[src/rtl/pic_8259_slave.sv]
`default_nettype none
// +----------------------------------------------------------------------------+
// | pic_8259_slave: single 8259-style PIC (fixed priority, ICW/OCW bus, INTA)  |
// | Revision: 1.0                                                              |
// +----------------------------------------------------------------------------+
module pic_8259_slave #(
  parameter logic [7:0] RESET_BASE = 8'h08
) (
  input  logic       iClk,
  input  logic       iReset,
  input  logic [1:0] iBusRW,
  input  logic       iBusAdr,
  input  logic [7:0] iBusData,
  output logic [7:0] oData,
  output logic       oAck,
  input  logic [7:0] iIRQ,
  output logic       oINT,
  input  logic       iINTA,
  output logic [7:0] oVector,
  output logic       oVectorValid
);

  typedef enum logic [1:0] {
    READY     = 2'd0,
    WAIT_ICW2 = 2'd1,
    WAIT_ICW3 = 2'd2,
    WAIT_ICW4 = 2'd3
  } state_t;

  state_t     state_q, state_d;
  logic       initialised_q, initialised_d;
  logic [7:0] imr_q, imr_d;
  logic [7:0] irr_q, irr_d;
  logic [7:0] isr_q, isr_d;
  logic [4:0] base_q, base_d;
  logic       aeoi_q, aeoi_d;
  logic       rd_isr_q, rd_isr_d;
  logic       sngl_q, sngl_d;
  logic       ic4_q, ic4_d;
  logic [7:0] irq_prev_q, irq_prev_d;
  logic [7:0] data_q, data_d;
  logic       ack_q, ack_d;
  logic       int_q, int_d;
  logic [7:0] vector_q, vector_d;
  logic       vvalid_q, vvalid_d;

  logic       found;
  logic [2:0] pick;
  logic       isr_seen;
  logic       wr, rd, icw1;

  // Lowest qualifying IR wins; any in-service bit at or above a level blocks it.
  always_comb begin
    found    = 1'b0;
    pick     = 3'd0;
    isr_seen = 1'b0;
    for (int n = 0; n < 8; n++) begin
      isr_seen = isr_seen | isr_q[n];
      if (!found && !isr_seen && irr_q[n] && !imr_q[n]) begin
        found = 1'b1;
        pick  = 3'(n);
      end
    end
  end

  assign wr   = (iBusRW == 2'b01);
  assign rd   = (iBusRW == 2'b10);
  assign icw1 = wr && !iBusAdr && iBusData[4];

  always_comb begin
    state_d       = state_q;
    initialised_d = initialised_q;
    imr_d         = imr_q;
    isr_d         = isr_q;
    base_d        = base_q;
    aeoi_d        = aeoi_q;
    rd_isr_d      = rd_isr_q;
    sngl_d        = sngl_q;
    ic4_d         = ic4_q;
    data_d        = data_q;
    vector_d      = vector_q;
    ack_d         = 1'b0;
    vvalid_d      = 1'b0;
    irq_prev_d    = iIRQ;
    irr_d         = irr_q | (iIRQ & ~irq_prev_q);
    int_d         = initialised_q && found;

    if (rd) begin
      ack_d  = 1'b1;
      data_d = iBusAdr ? imr_q : (rd_isr_q ? isr_q : irr_q);
    end

    if (wr && iBusAdr) begin
      case (state_q)
        WAIT_ICW2: begin
          base_d = iBusData[7:3];
          if (!sngl_q)    state_d = WAIT_ICW3;
          else if (ic4_q) state_d = WAIT_ICW4;
          else begin
            state_d       = READY;
            initialised_d = 1'b1;
          end
        end
        WAIT_ICW3: begin
          if (ic4_q) state_d = WAIT_ICW4;
          else begin
            state_d       = READY;
            initialised_d = 1'b1;
          end
        end
        WAIT_ICW4: begin
          aeoi_d        = iBusData[1];
          state_d       = READY;
          initialised_d = 1'b1;
        end
        default: imr_d = iBusData;
      endcase
    end else if (wr && !iBusAdr && !iBusData[4] && state_q == READY) begin
      if (!iBusData[3]) begin
        if (iBusData[7:5] == 3'b001)
          isr_d = isr_q & ~(isr_q & (~isr_q + 8'd1));
        else if (iBusData[7:5] == 3'b011)
          isr_d[iBusData[2:0]] = 1'b0;
      end else if (iBusData[1]) begin
        rd_isr_d = iBusData[0];
      end
    end

    // Arbitration above used pre-write IMR/ISR; the clear also swallows a same-cycle edge.
    if (iINTA) begin
      vvalid_d = 1'b1;
      if (initialised_q && found) begin
        vector_d    = {base_q, pick};
        irr_d[pick] = 1'b0;
        if (!aeoi_q) isr_d[pick] = 1'b1;
      end else begin
        vector_d = {base_q, 3'd7};
      end
    end

    if (icw1) begin
      imr_d         = 8'h00;
      isr_d         = 8'h00;
      irr_d         = 8'h00;
      rd_isr_d      = 1'b0;
      aeoi_d        = 1'b0;
      initialised_d = 1'b0;
      sngl_d        = iBusData[1];
      ic4_d         = iBusData[0];
      state_d       = WAIT_ICW2;
    end
  end

  always_ff @(posedge iClk) begin
    if (iReset) begin
      state_q       <= READY;
      initialised_q <= 1'b0;
      imr_q         <= 8'hFF;
      irr_q         <= 8'h00;
      isr_q         <= 8'h00;
      base_q        <= RESET_BASE[7:3];
      aeoi_q        <= 1'b0;
      rd_isr_q      <= 1'b0;
      sngl_q        <= 1'b0;
      ic4_q         <= 1'b0;
      irq_prev_q    <= 8'h00;
      data_q        <= 8'h00;
      ack_q         <= 1'b0;
      int_q         <= 1'b0;
      vector_q      <= 8'h00;
      vvalid_q      <= 1'b0;
    end else begin
      state_q       <= state_d;
      initialised_q <= initialised_d;
      imr_q         <= imr_d;
      irr_q         <= irr_d;
      isr_q         <= isr_d;
      base_q        <= base_d;
      aeoi_q        <= aeoi_d;
      rd_isr_q      <= rd_isr_d;
      sngl_q        <= sngl_d;
      ic4_q         <= ic4_d;
      irq_prev_q    <= irq_prev_d;
      data_q        <= data_d;
      ack_q         <= ack_d;
      int_q         <= int_d;
      vector_q      <= vector_d;
      vvalid_q      <= vvalid_d;
    end
  end

  assign oData        = data_q;
  assign oAck         = ack_q;
  assign oINT         = int_q;
  assign oVector      = vector_q;
  assign oVectorValid = vvalid_q;

endmodule
`default_nettype wire

[config.mk]
export PLATFORM = sky130hd
export DESIGN_NAME = pic_8259_slave
export DESIGN_NICKNAME = d
export VERILOG_FILES = /design/src/rtl/pic_8259_slave.sv
export SDC_FILE = /design/constraint.sdc
export NUM_CORES = 1
export LEC_CHECK = 0
export BUFFER_PORTS_ARGS = -buffer_cell sky130_fd_sc_hd__clkbuf_2
export CAP_MARGIN = 15
export CORE_UTILIZATION = 53
export DETAILED_ROUTE_END_ITERATION = 10
export PLACE_DENSITY = 0.74
export SLEW_MARGIN = 20
export SYNTH_ARGS = -nofsm -noshare
export SYNTH_HDL_FRONTEND = slang
export SYNTH_SLANG_ARGS = --single-unit
[constraint.sdc]
create_clock -name iClk -period 2.8 [get_ports iClk]
set_input_delay 0.14 -clock iClk [delete_from_list [all_inputs] [get_ports iClk]]
set_output_delay 0.14 -clock iClk [all_outputs]
set_load 0.1 [all_outputs]
==> qor.yml, run 1 <==
detailed_routing:
  firstDrtPassIters: 6
  drc: 0
  vias: 2636
  drt_wl_total_mm: 7.260
  final_antenna_net_count: 0
  wl_per_cell_um: 15.78
  detailedRoute.firstIterationViolations: 138
  viasPerCell: 5.730
cells_and_area:
  layout_commonest_cell: "dfxtp_1"
  drive_gt1_share_pct: 18.46
  final_cell_mix: "dfxtp_1 (63), clkbuf_2 (40), nand2_1 (38)"
  area_delta_synth_final_pct: 15.39
  fin_nets: 412
  diodes: 0
power:
  p_clk_share_pct: 40.1
  pwr-share-comb_pct: 13.4
  cellPowerDensity_nw_per_um2: 602.5
  p_leak_nw: 1.418
  p_switching_mw: 0.5687
  seqPwrFrac_pct: 46.5
  intPower_mw: 1.495
  ir_drop_uv: 401.3
  swShare_pct: 27.56
logic_synthesis:
  ys_warn_count: 0
  synth_seq_cells: 63
  synth_edf_count: 0
  yosys-top-cells-area: "dfxtp_1 (42%), mux2i_1 (7.8%), nand2_1 (4.8%)"
  async_flop_share_pct: 0
  synth_top_cell_area_share_pct: 42.50
  synth_area_per_cell_um2: 8.504
  synth_compound_gate_area_share_pct: 20.07
  yosys_most_used_dff: "dfxtp_1"
  synthXorXnorAreaFrac_pct: 0
  synth.area.mux_share_pct: 7.757
  synth_area_um2: 2968
  synth_top_family_by_area: "simple AND/OR/NAND/NOR gates"
  synth_fa_ha_area_share_pct: 2.108
  synth_nets: 376
  yosysTopAreaCell: "dfxtp_1"
  synth-seq-area-share_pct: 42.50
  synth_simple_gate_area_share_pct: 23.36
  syn_inst: 349
  ys_types: 52
timing:
  worst_clock_skew_ns: 0.006524
  tns_ns: 0
  slew_viol_final: 0
  setup_ws_ns: 0.5853
  max_clock_freq_ghz: 0.4515
  finalSetupViolCount: 0
  whs_ns: 0.01588
  fin_crit_sh_pct: 79.10
  layout_min_cycle_time_ns: 2.215
  rsz0062_at_grt: "false"
  hold_viol: 0
  relSlewSlack_pct: 54.36
  tightest_slew_ns: 0.6820
clock_tree:
  cts-resized-gates: 0
  clk_pin_slew_ns: 0.07
  cts_tree: "built"
  htree_num_levels: 3
  cts-root-buf: "clkbuf_8"
  cts_buffer_depth: 2
  cts_buffers: 9
  cts_setup_buffers: 0
  worstSkewPairLatency_ns: 0.34
  postCtsHoldBufs: 0
  cts_sinks: 63
placement:
  place.gp.congestion: 0.8931
  io_buffers: 40
  dp_slack_ns: 0.6120
  dpl.hpwl_mm: 5.366
setup_path:
  crit_type: "register to register"
  cpPeakStageDelay_ns: 0.66
  crit_fanout: 10
  cp_cell_sequence: "or4_1, or3_1, a311o_2, a221oi_2"
  critPathSlowestCell: "or4_1"
  setup.worst_path.start_class: "register"
  cp_data_arrival_time_ns: 2.47
  crit_buf_inv: 0
  crit_family: "simple AND/OR/NAND/NOR gates"
  reg2regPathDepth: 4
  cp.depth: 4
  required_ns: 3.06
  endpoint_kind: "register"
floorplanning:
  fp.dieH_um: 76.83
  dieArea_um2: 5903
  coreArea_um2: 5238
  rows: 26
  fp.dieW_um: 76.83
  initial_core_util_pct: 56.67
  pin_count: 41
global_routing:
  antenna_found_initial: 0
  grt_start_max_net_pins: 33
  grt_util_all_layers_pct: 26.88
  use_met1_pct: 34.59
  grt_util_met2_pct: 43.39
  use_met3_pct: 7.500
  busiest_layer: "met2"
  grt_pass1_wl_mm: 12.30
  grt_overflow_total: 0
  grt_pass1_vias: 2542
flow_run:
  maxCapViolCount: 0
hold_path:
  whs_path_depth: 2
  hold_class: "input port to register"
status:
  status: "finished clean"
-- cells in the mapped netlist, drive strengths merged, types with 2 or more instances --
cell	instances
o21bai	9
nand3	11
buf	2
and2	2
nor3	6
nand3b	2
nor4	3
a211o	2
o22ai	2
nand2b	7
or3b	2
a211oi	7
o211ai	3
nor2b	18
or4	2
and3	2
o21ai	24
dfxtp	63
clkbuf	18
a311oi	4
nor3b	4
or2	2
a31oi	3
ha	5
or3	2
nor2	29
nand2	38
a32o	2
a21oi	25
inv	11
mux2i	23
-- routing by layer --
metal | up-vias | wire, um
met5 | - | 0
met4 | 0 | 110
met3 | 13 | 279
met2 | 62 | 3425
met1 | 1249 | 3444
li1 | 1312 | -
-- through the flow --
stage | cell area [um^2] | instances | util, % | total power [mW]
floorplan | 2968 | 349 | - | 1.182
global placement | 3216 | 444 | 61.40 | 1.251
detailed placement | 3216 | 444 | 61.40 | 1.255
CTS | 3425 | 460 | 65.38 | 2.075
global route | 3425 | 460 | 65.38 | 2.141
finish | 3425 | 460 | 65.38 | 2.063
-- power groups by stage --
| stage | clock [mW] | combinational, mW | sequential (mW) |
|---|---|---|---|
| 2_1_floorplan | 0 | 0.126 | 1.06 |
| 4_1_cts | 0.839 | 0.277 | 0.959 |
| 3_3_place_gp | 0 | 0.273 | 0.978 |
| 5_1_grt | 0.877 | 0.300 | 0.964 |
| 6_report | 0.827 | 0.277 | 0.959 |
| 3_5_place_dp | 0 | 0.275 | 0.979 |
-- layout make-up --
cell class / count / area (um^2)
clock buffers: 13 / 168.9
clock inverters: 3 / 40.04
fillers: 475 / 1813
inverters: 11 / 41.29
multi-input cells: 255 / 1588
flip-flops and latches: 63 / 1261
well taps: 70 / 87.58
repair buffers: 45 / 237.7
-- cell families after synthesis --
family / count (synthesis)
AND/OR/NAND/NOR: 136
flip-flops: 63
multiplexers: 23
buffers and inverters: 31
AO/OA/AOI/OAI: 91
adder cells (fa/ha/maj): 5
-- final timing paths --
| check | startpoint | to | slack [ns] |
|---|---|---|---|
| worst min register to register | oData[2]$_SDFFE_PP0P_ | oData[2]$_SDFFE_PP0P_ | 0.46 |
| worst max-delay path | isr_q[0]$_SDFF_PP0_ | isr_q[0]$_SDFF_PP0_ | 0.59 |
| worst max register to register | isr_q[0]$_SDFF_PP0_ | isr_q[0]$_SDFF_PP0_ | 0.59 |
| worst min-delay path | iIRQ[5] | irq_prev_q[5]$_SDFF_PP0_ | 0.02 |
-- registers in the layout (all words and copies together), names as in the netlist, 2 cells and up --
name,flops
oData,8
oVector,8
imr_q,8
state_q,2
irq_prev_q,8
isr_q,8
irr_q,8
base_q,5
No activity file was read; power rests on OpenSTA's default activity.
==> run 2: changes to the inputs <==
- ABC_AREA: default -> 1
- PLACE_DENSITY: 0.74 -> 0.75
- clock period: 2.8 -> 2.15 ns (I/O delays scaled with it)
==> run 2 against run 1 <==
Via count increased by 10%. Sequential cell count unchanged. Largest cell class unchanged. Combinational power is 57% higher. Register-to-register slack worse by 0.28 ns. Critical path depth rose by 5. Die area is 0.70% lower. First-iteration DRC count increased by 120%. Synthesized cell count is 17% higher. Clock power grew 41%. Sequential share of layout area is 1.1 points lower. Setup slack worse by 0.28 ns.
==> qor.yml, run 2 <==
clock_tree:
  htree_num_levels: 3
  postCtsHoldBufs: 8
  cts_tree: "built"
  cts_sinks: 63
  cts_setup_buffers: 0
  cts_buffers: 9
  cts-root-buf: "clkbuf_8"
  worstSkewPairLatency_ns: 0.33
  cts_buffer_depth: 2
  cts-resized-gates: 0
  clk_pin_slew_ns: 0.07
timing:
  relSlewSlack_pct: 39.25
  max_clock_freq_ghz: 0.5419
  fin_crit_sh_pct: 85.84
  hold_viol: 0
  worst_clock_skew_ns: 0.006660
  rsz0062_at_grt: "false"
  layout_min_cycle_time_ns: 1.845
  tightest_slew_ns: 0.9079
  tns_ns: 0
  slew_viol_final: 0
  finalSetupViolCount: 0
floorplanning:
  fp.dieW_um: 76.56
  coreArea_um2: 5238
  rows: 26
  dieArea_um2: 5861
  initial_core_util_pct: 56.26
  pin_count: 41
  fp.dieH_um: 76.56
logic_synthesis:
  synth_commonest_cells: "inv_1 (65), dfxtp_1 (63), nor2_1 (58)"
  synth_edf_count: 0
  syn_inst: 409
  synth-seq-area-share_pct: 42.80
  synth_nets: 436
  yosys_most_used_dff: "dfxtp_1"
  ys_warn_count: 0
  ys_types: 34
  synth_top_cell_area_share_pct: 42.80
  synth_area_per_cell_um2: 7.204
  synth_seq_cells: 63
  async_flop_share_pct: 0
  synth_area_um2: 2947
  yosys-top-cells-area: "dfxtp_1 (43%), inv_1 (8.3%), nor2_1 (7.4%)"
  yosysTopAreaCell: "dfxtp_1"
  yosysMostFrequentCell: "inv_1"
placement:
  place_area_um2: 3222
  dpl.hpwl_mm: 5.697
  dp_cells: 514
  io_buffers: 40
  place.gp.congestion: 0.8798
setup_path:
  crit_type: "register to register"
  rrSetupSlack_ns: 0.30
  critPathSlowestCell: "dfxtp_1"
  crit_fanout: 4
  required_ns: 2.41
  cpPeakStageDelay_ns: 0.35
  cp_data_arrival_time_ns: 2.10
  setup.worst_path.start_class: "register"
  cp_cell_sequence: "nor2_1, nand4_1, nand3_1, nor2_2, o21ai_1, nand3_1, nor2_1, nand2_1, a21oi_1"
  endpoint_kind: "register"
detailed_routing:
  detailedRoute.firstIterationViolations: 309
  vias: 2911
  wl_per_cell_um: 14.28
  drt_wl_total_mm: 7.669
  viasPerCell: 5.421
  firstDrtPassIters: 5
  drc: 0
  final_antenna_net_count: 0
power:
  seqPwrFrac_pct: 43.9
  intPower_mw: 2.070
  p_switching_mw: 0.7943
  p_total_mw: 2.864
  swShare_pct: 27.73
  ir_drop_uv: 429.9
  pwr-share-comb_pct: 15.2
  p_leak_nw: 1.658
  p_clk_share_pct: 40.9
  cellPowerDensity_nw_per_um2: 810.9
global_routing:
  grt_overflow_total: 0
  grt_pass1_wl_mm: 12.96
  antenna_found_initial: 0
  grt_util_all_layers_pct: 28.16
  grt_pass1_vias: 2723
  grt_start_max_net_pins: 25
cells_and_area:
  final_cell_area_um2: 3532
  fin_cells: 537
  diodes: 0
  fin_nets: 490
  drive_gt1_share_pct: 15.85
  final_cell_mix: "inv_1 (65), dfxtp_1 (63), nor2_1 (58)"
  fin_util_pct: 67.44
  area_delta_synth_final_pct: 19.87
  layout_commonest_cell: "inv_1"
hold_path:
  hold_class: "input port to register"
flow_run:
  maxCapViolCount: 0
status:
  status: "finished clean"
-- run 2: cell count changes after synthesis, sizes merged, moves of 7 or more --
cell	delta
inv	+58
nor2	+34
mux2i	-23
nor2b	-18
o21ai	+17
nand2	+13
o211ai	+13
clkbuf	-12
nand3	+11
a21oi	+9
o21bai	-8
a211oi	-7
nand2b	-7
-- run 2: path summary, 6_finish.rpt --
| path | cells past startpoint | start | to |
|---|---|---|---|
| setup / recovery | 9 | isr_q[3]$_SDFF_PP0_ | isr_q[0]$_SDFF_PP0_ |
| hold / removal | 3 | iBusData[3] | base_q[0]$_SDFFE_PP1P_ |
| setup reg to reg | 9 | isr_q[3]$_SDFF_PP0_ | isr_q[0]$_SDFF_PP0_ |
| hold reg to reg | 2 | base_q[2]$_SDFFE_PP0P_ | oVector[5]$_SDFFE_PP0P_ |
-- run 2: kinds of logic (layout without fill, tap and decap cells) --
family / Yosys count / count (layout) / synth area share [%]
fa+ha+maj: 5 / 5 / 2.123
buf+inv: 79 / 137 / 10.32
flops: 63 / 63 / 42.80
simple gates: 153 / 153 / 23.31
compound gates: 109 / 109 / 21.44
-- run 2: through the flow --
stage / setup slack, ns / hold slack, ns
global placement: 0.2732 / 0.3210
floorplan: 0.6894 / 0.1799
detailed placement: 0.1463 / 0.3260
CTS: 0.3637 / 0.05343
finish: 0.3045 / 0.05516
global route: 0.1290 / 0.08354
-- run 2: critical path, delay by kind of cell, from the launching register on --
family	cells	cell delay, ns
and+or+nand+nor	7	1.14
DFF	1	0.35
AOI/OAI and AO/OA	2	0.28
-- run 2: layout make-up --
| class | instances | area, um^2 |
|---|---|---|
| fill | 461 | 1705 |
| multi-input combinational | 267 | 1381 |
| sequential | 63 | 1261 |
| timing repair buffer | 51 | 302.8 |
| inverter | 71 | 269.0 |
| clock buffer | 12 | 165.2 |
| tap | 70 | 87.58 |
| clock inverter | 3 | 65.06 |
-- run 2: metal layers --
metal | wire, um | global-route usage (%)
met5 | 0 | 0
met4 | 142 | 10.58
met3 | 495 | 5.150
met2 | 3460 | 45.32
met1 | 3571 | 37.41
-- run 2: power groups by stage --
stage / Combinational, mW / Sequential, mW / Clock (mW)
5_1_grt: 0.468 / 1.26 / 1.24
6_report: 0.435 / 1.26 / 1.17
4_1_cts: 0.432 / 1.26 / 1.18
2_1_floorplan: 0.168 / 1.43 / 0
3_3_place_gp: 0.416 / 1.28 / 0
3_5_place_dp: 0.419 / 1.28 / 0
==> run 3: changes to the inputs <==
- CAP_MARGIN: 15 -> 10
- CORE_UTILIZATION: 53 -> 57
- PLACE_DENSITY: 0.75 -> 0.79
==> run 3 against run 2 <==
Core utilization increased by 5.3 points. Global-route usage increased by 2.4 points. Hold slack got worse by 0.0077 ns. Critical endpoint is now irr_q[0]$_SDFF_PP0_. Largest power group unchanged. Highest routed layer unchanged.
==> qor.yml, run 3 (synthesized netlist as in run 2, its figures left out) <==
power:
  intPower_mw: 2.126
  swShare_pct: 27.83
  seqPwrFrac_pct: 42.6
  p_leak_nw: 1.651
  p_switching_mw: 0.8198
  ir_drop_uv: 679.1
  p_clk_share_pct: 42.6
  pwr-share-comb_pct: 14.7
  cellPowerDensity_nw_per_um2: 835.0
  p_total_mw: 2.946
placement:
  dpl.hpwl_mm: 5.637
  dp_cells: 509
  dp_slack_ns: 0.1465
  io_buffers: 40
  place.gp.congestion: 0.9072
  place_area_um2: 3203
timing:
  whs_ns: 0.04748
  hold_viol: 0
  relSlewSlack_pct: 40.93
  fin_crit_sh_pct: 87.90
  worst_clock_skew_ns: 0.008904
  max_clock_freq_ghz: 0.5292
  tns_ns: 0
  finalSetupViolCount: 0
  layout_min_cycle_time_ns: 1.890
  slew_viol_final: 0
  setup_ws_ns: 0.2602
  tightest_slew_ns: 0.8828
  rsz0062_at_grt: "false"
floorplanning:
  coreArea_um2: 4848
  pin_count: 41
  fp.dieW_um: 73.90
  initial_core_util_pct: 60.77
  rows: 25
  fp.dieH_um: 73.90
  dieArea_um2: 5461
detailed_routing:
  drc: 0
  vias: 2871
  wl_per_cell_um: 14.12
  detailedRoute.firstIterationViolations: 262
  final_antenna_net_count: 0
  firstDrtPassIters: 5
  viasPerCell: 5.386
  drt_wl_total_mm: 7.528
setup_path:
  crit_fanout: 7
  required_ns: 2.37
  crit_family: "simple AND/OR/NAND/NOR gates"
  crit_type: "register to register"
  crit_buf_inv: 1
  r2r_start: "isr_q[0]$_SDFF_PP0_"
  cpPeakStageDelay_ns: 0.38
  critPathSlowestCell: "dfxtp_1"
  endpoint_kind: "register"
  rr_endpoint: "irr_q[0]$_SDFF_PP0_"
  setup.worst_path.start_class: "register"
  cp_data_arrival_time_ns: 2.11
  cp_cell_sequence: "nor2_4, nand4_1, nand4_1, inv_1, nor2_1, nand3_1, nor3_1, nor2_1"
  reg2regPathDepth: 8
  rrSetupSlack_ns: 0.26
clock_tree:
  cts_sinks: 63
  cts-root-buf: "clkbuf_8"
  clk_pin_slew_ns: 0.08
  cts_buffer_depth: 2
  cts_setup_buffers: 0
  worstSkewPairLatency_ns: 0.34
  cts_tree: "built"
  cts_buffers: 9
  htree_num_levels: 3
flow_run:
  maxCapViolCount: 0
global_routing:
  grt_overflow_total: 0
  grt_pass1_vias: 2587
  grt_util_all_layers_pct: 30.54
  antenna_found_initial: 0
  grt_start_max_net_pins: 25
  grt_pass1_wl_mm: 12.38
cells_and_area:
  final_cell_area_um2: 3528
  layout_commonest_cell: "inv_1"
  fin_nets: 488
  fin_cells: 533
  n_fill_cell: 425
  final_cell_mix: "inv_1 (65), dfxtp_1 (63), nor2_1 (58)"
  area_delta_synth_final_pct: 19.75
  fin_util_pct: 72.77
  diodes: 0
  drive_gt1_share_pct: 15.67
status:
  status: "finished clean"
hold_path:
  hold_class: "input port to register"
  min_from: "iBusData[3]"
  whs_path_depth: 3
  worstHoldEndpoint: "base_q[0]$_SDFFE_PP1P_"
## run 3: cell types whose count changed in the layout (fill, tap and decap cells not counted)
| cell | previous run | this run |
|---|---|---|
| clkbuf_8 | 12 | 10 |
| buf_4 | 3 | 1 |
| bufinv_16 | 2 | 3 |
| clkinvlp_4 | 0 | 1 |
| clkinv_2 | 1 | 2 |
## run 3: worst max-delay path by stage
stage	start	end	slack, ns	depth (start not counted)
floorplan	isr_q[0]$_SDFF_PP0_	irr_q[2]$_SDFF_PP0_	0.69	12
global placement	iBusAdr	isr_q[2]$_SDFF_PP0_	0.25	7
detailed placement	iBusAdr	isr_q[1]$_SDFF_PP0_	0.15	7
CTS	isr_q[0]$_SDFF_PP0_	irr_q[0]$_SDFF_PP0_	0.30	8
global route	isr_q[0]$_SDFF_PP0_	irr_q[0]$_SDFF_PP0_	0.1	8
finish	isr_q[0]$_SDFF_PP0_	irr_q[0]$_SDFF_PP0_	0.26	8
## run 3: final cells by class
class	instances	area [um^2]	share of cell area, %
multi-input cells	267	1381	39.15
flip-flops and latches	63	1261	35.74
repair buffers	49	287.8	8.156
inverters	71	269.0	7.624
clock buffers	10	137.6	3.901
clock inverters	6	107.6	3.050
well taps	67	83.83	2.376
## run 3: worst min-delay path, delay by kind of cell
| family | cells | cell delay, ns |
|---|---|---|
| buffers and inverters | 1 | 0.13 |
| AND/OR/NAND/NOR | 2 | 0.13 |
## run 3: power groups by stage
stage	combinational, mW	clock (mW)	sequential (mW)
final	0.434	1.26	1.26
after global routing	0.468	1.32	1.26
after CTS	0.431	1.27	1.26
after detailed placement	0.417	0	1.28
after global placement	0.414	0	1.28
after floorplan	0.168	0	1.43
## run 3: layer usage
layer	vias up	wire length, um	global-route usage [%]
met4	0	91	11.75
li1	1459	-	-
met5	-	0	0
met1	1275	3524	42.37
met2	129	3368	48.18
met3	8	543	4.115
## run 3: what timing repair did
action	CTS	global route
hold buffers	8	0
resized for setup	0	0
endpoints found under the hold margin	8	0
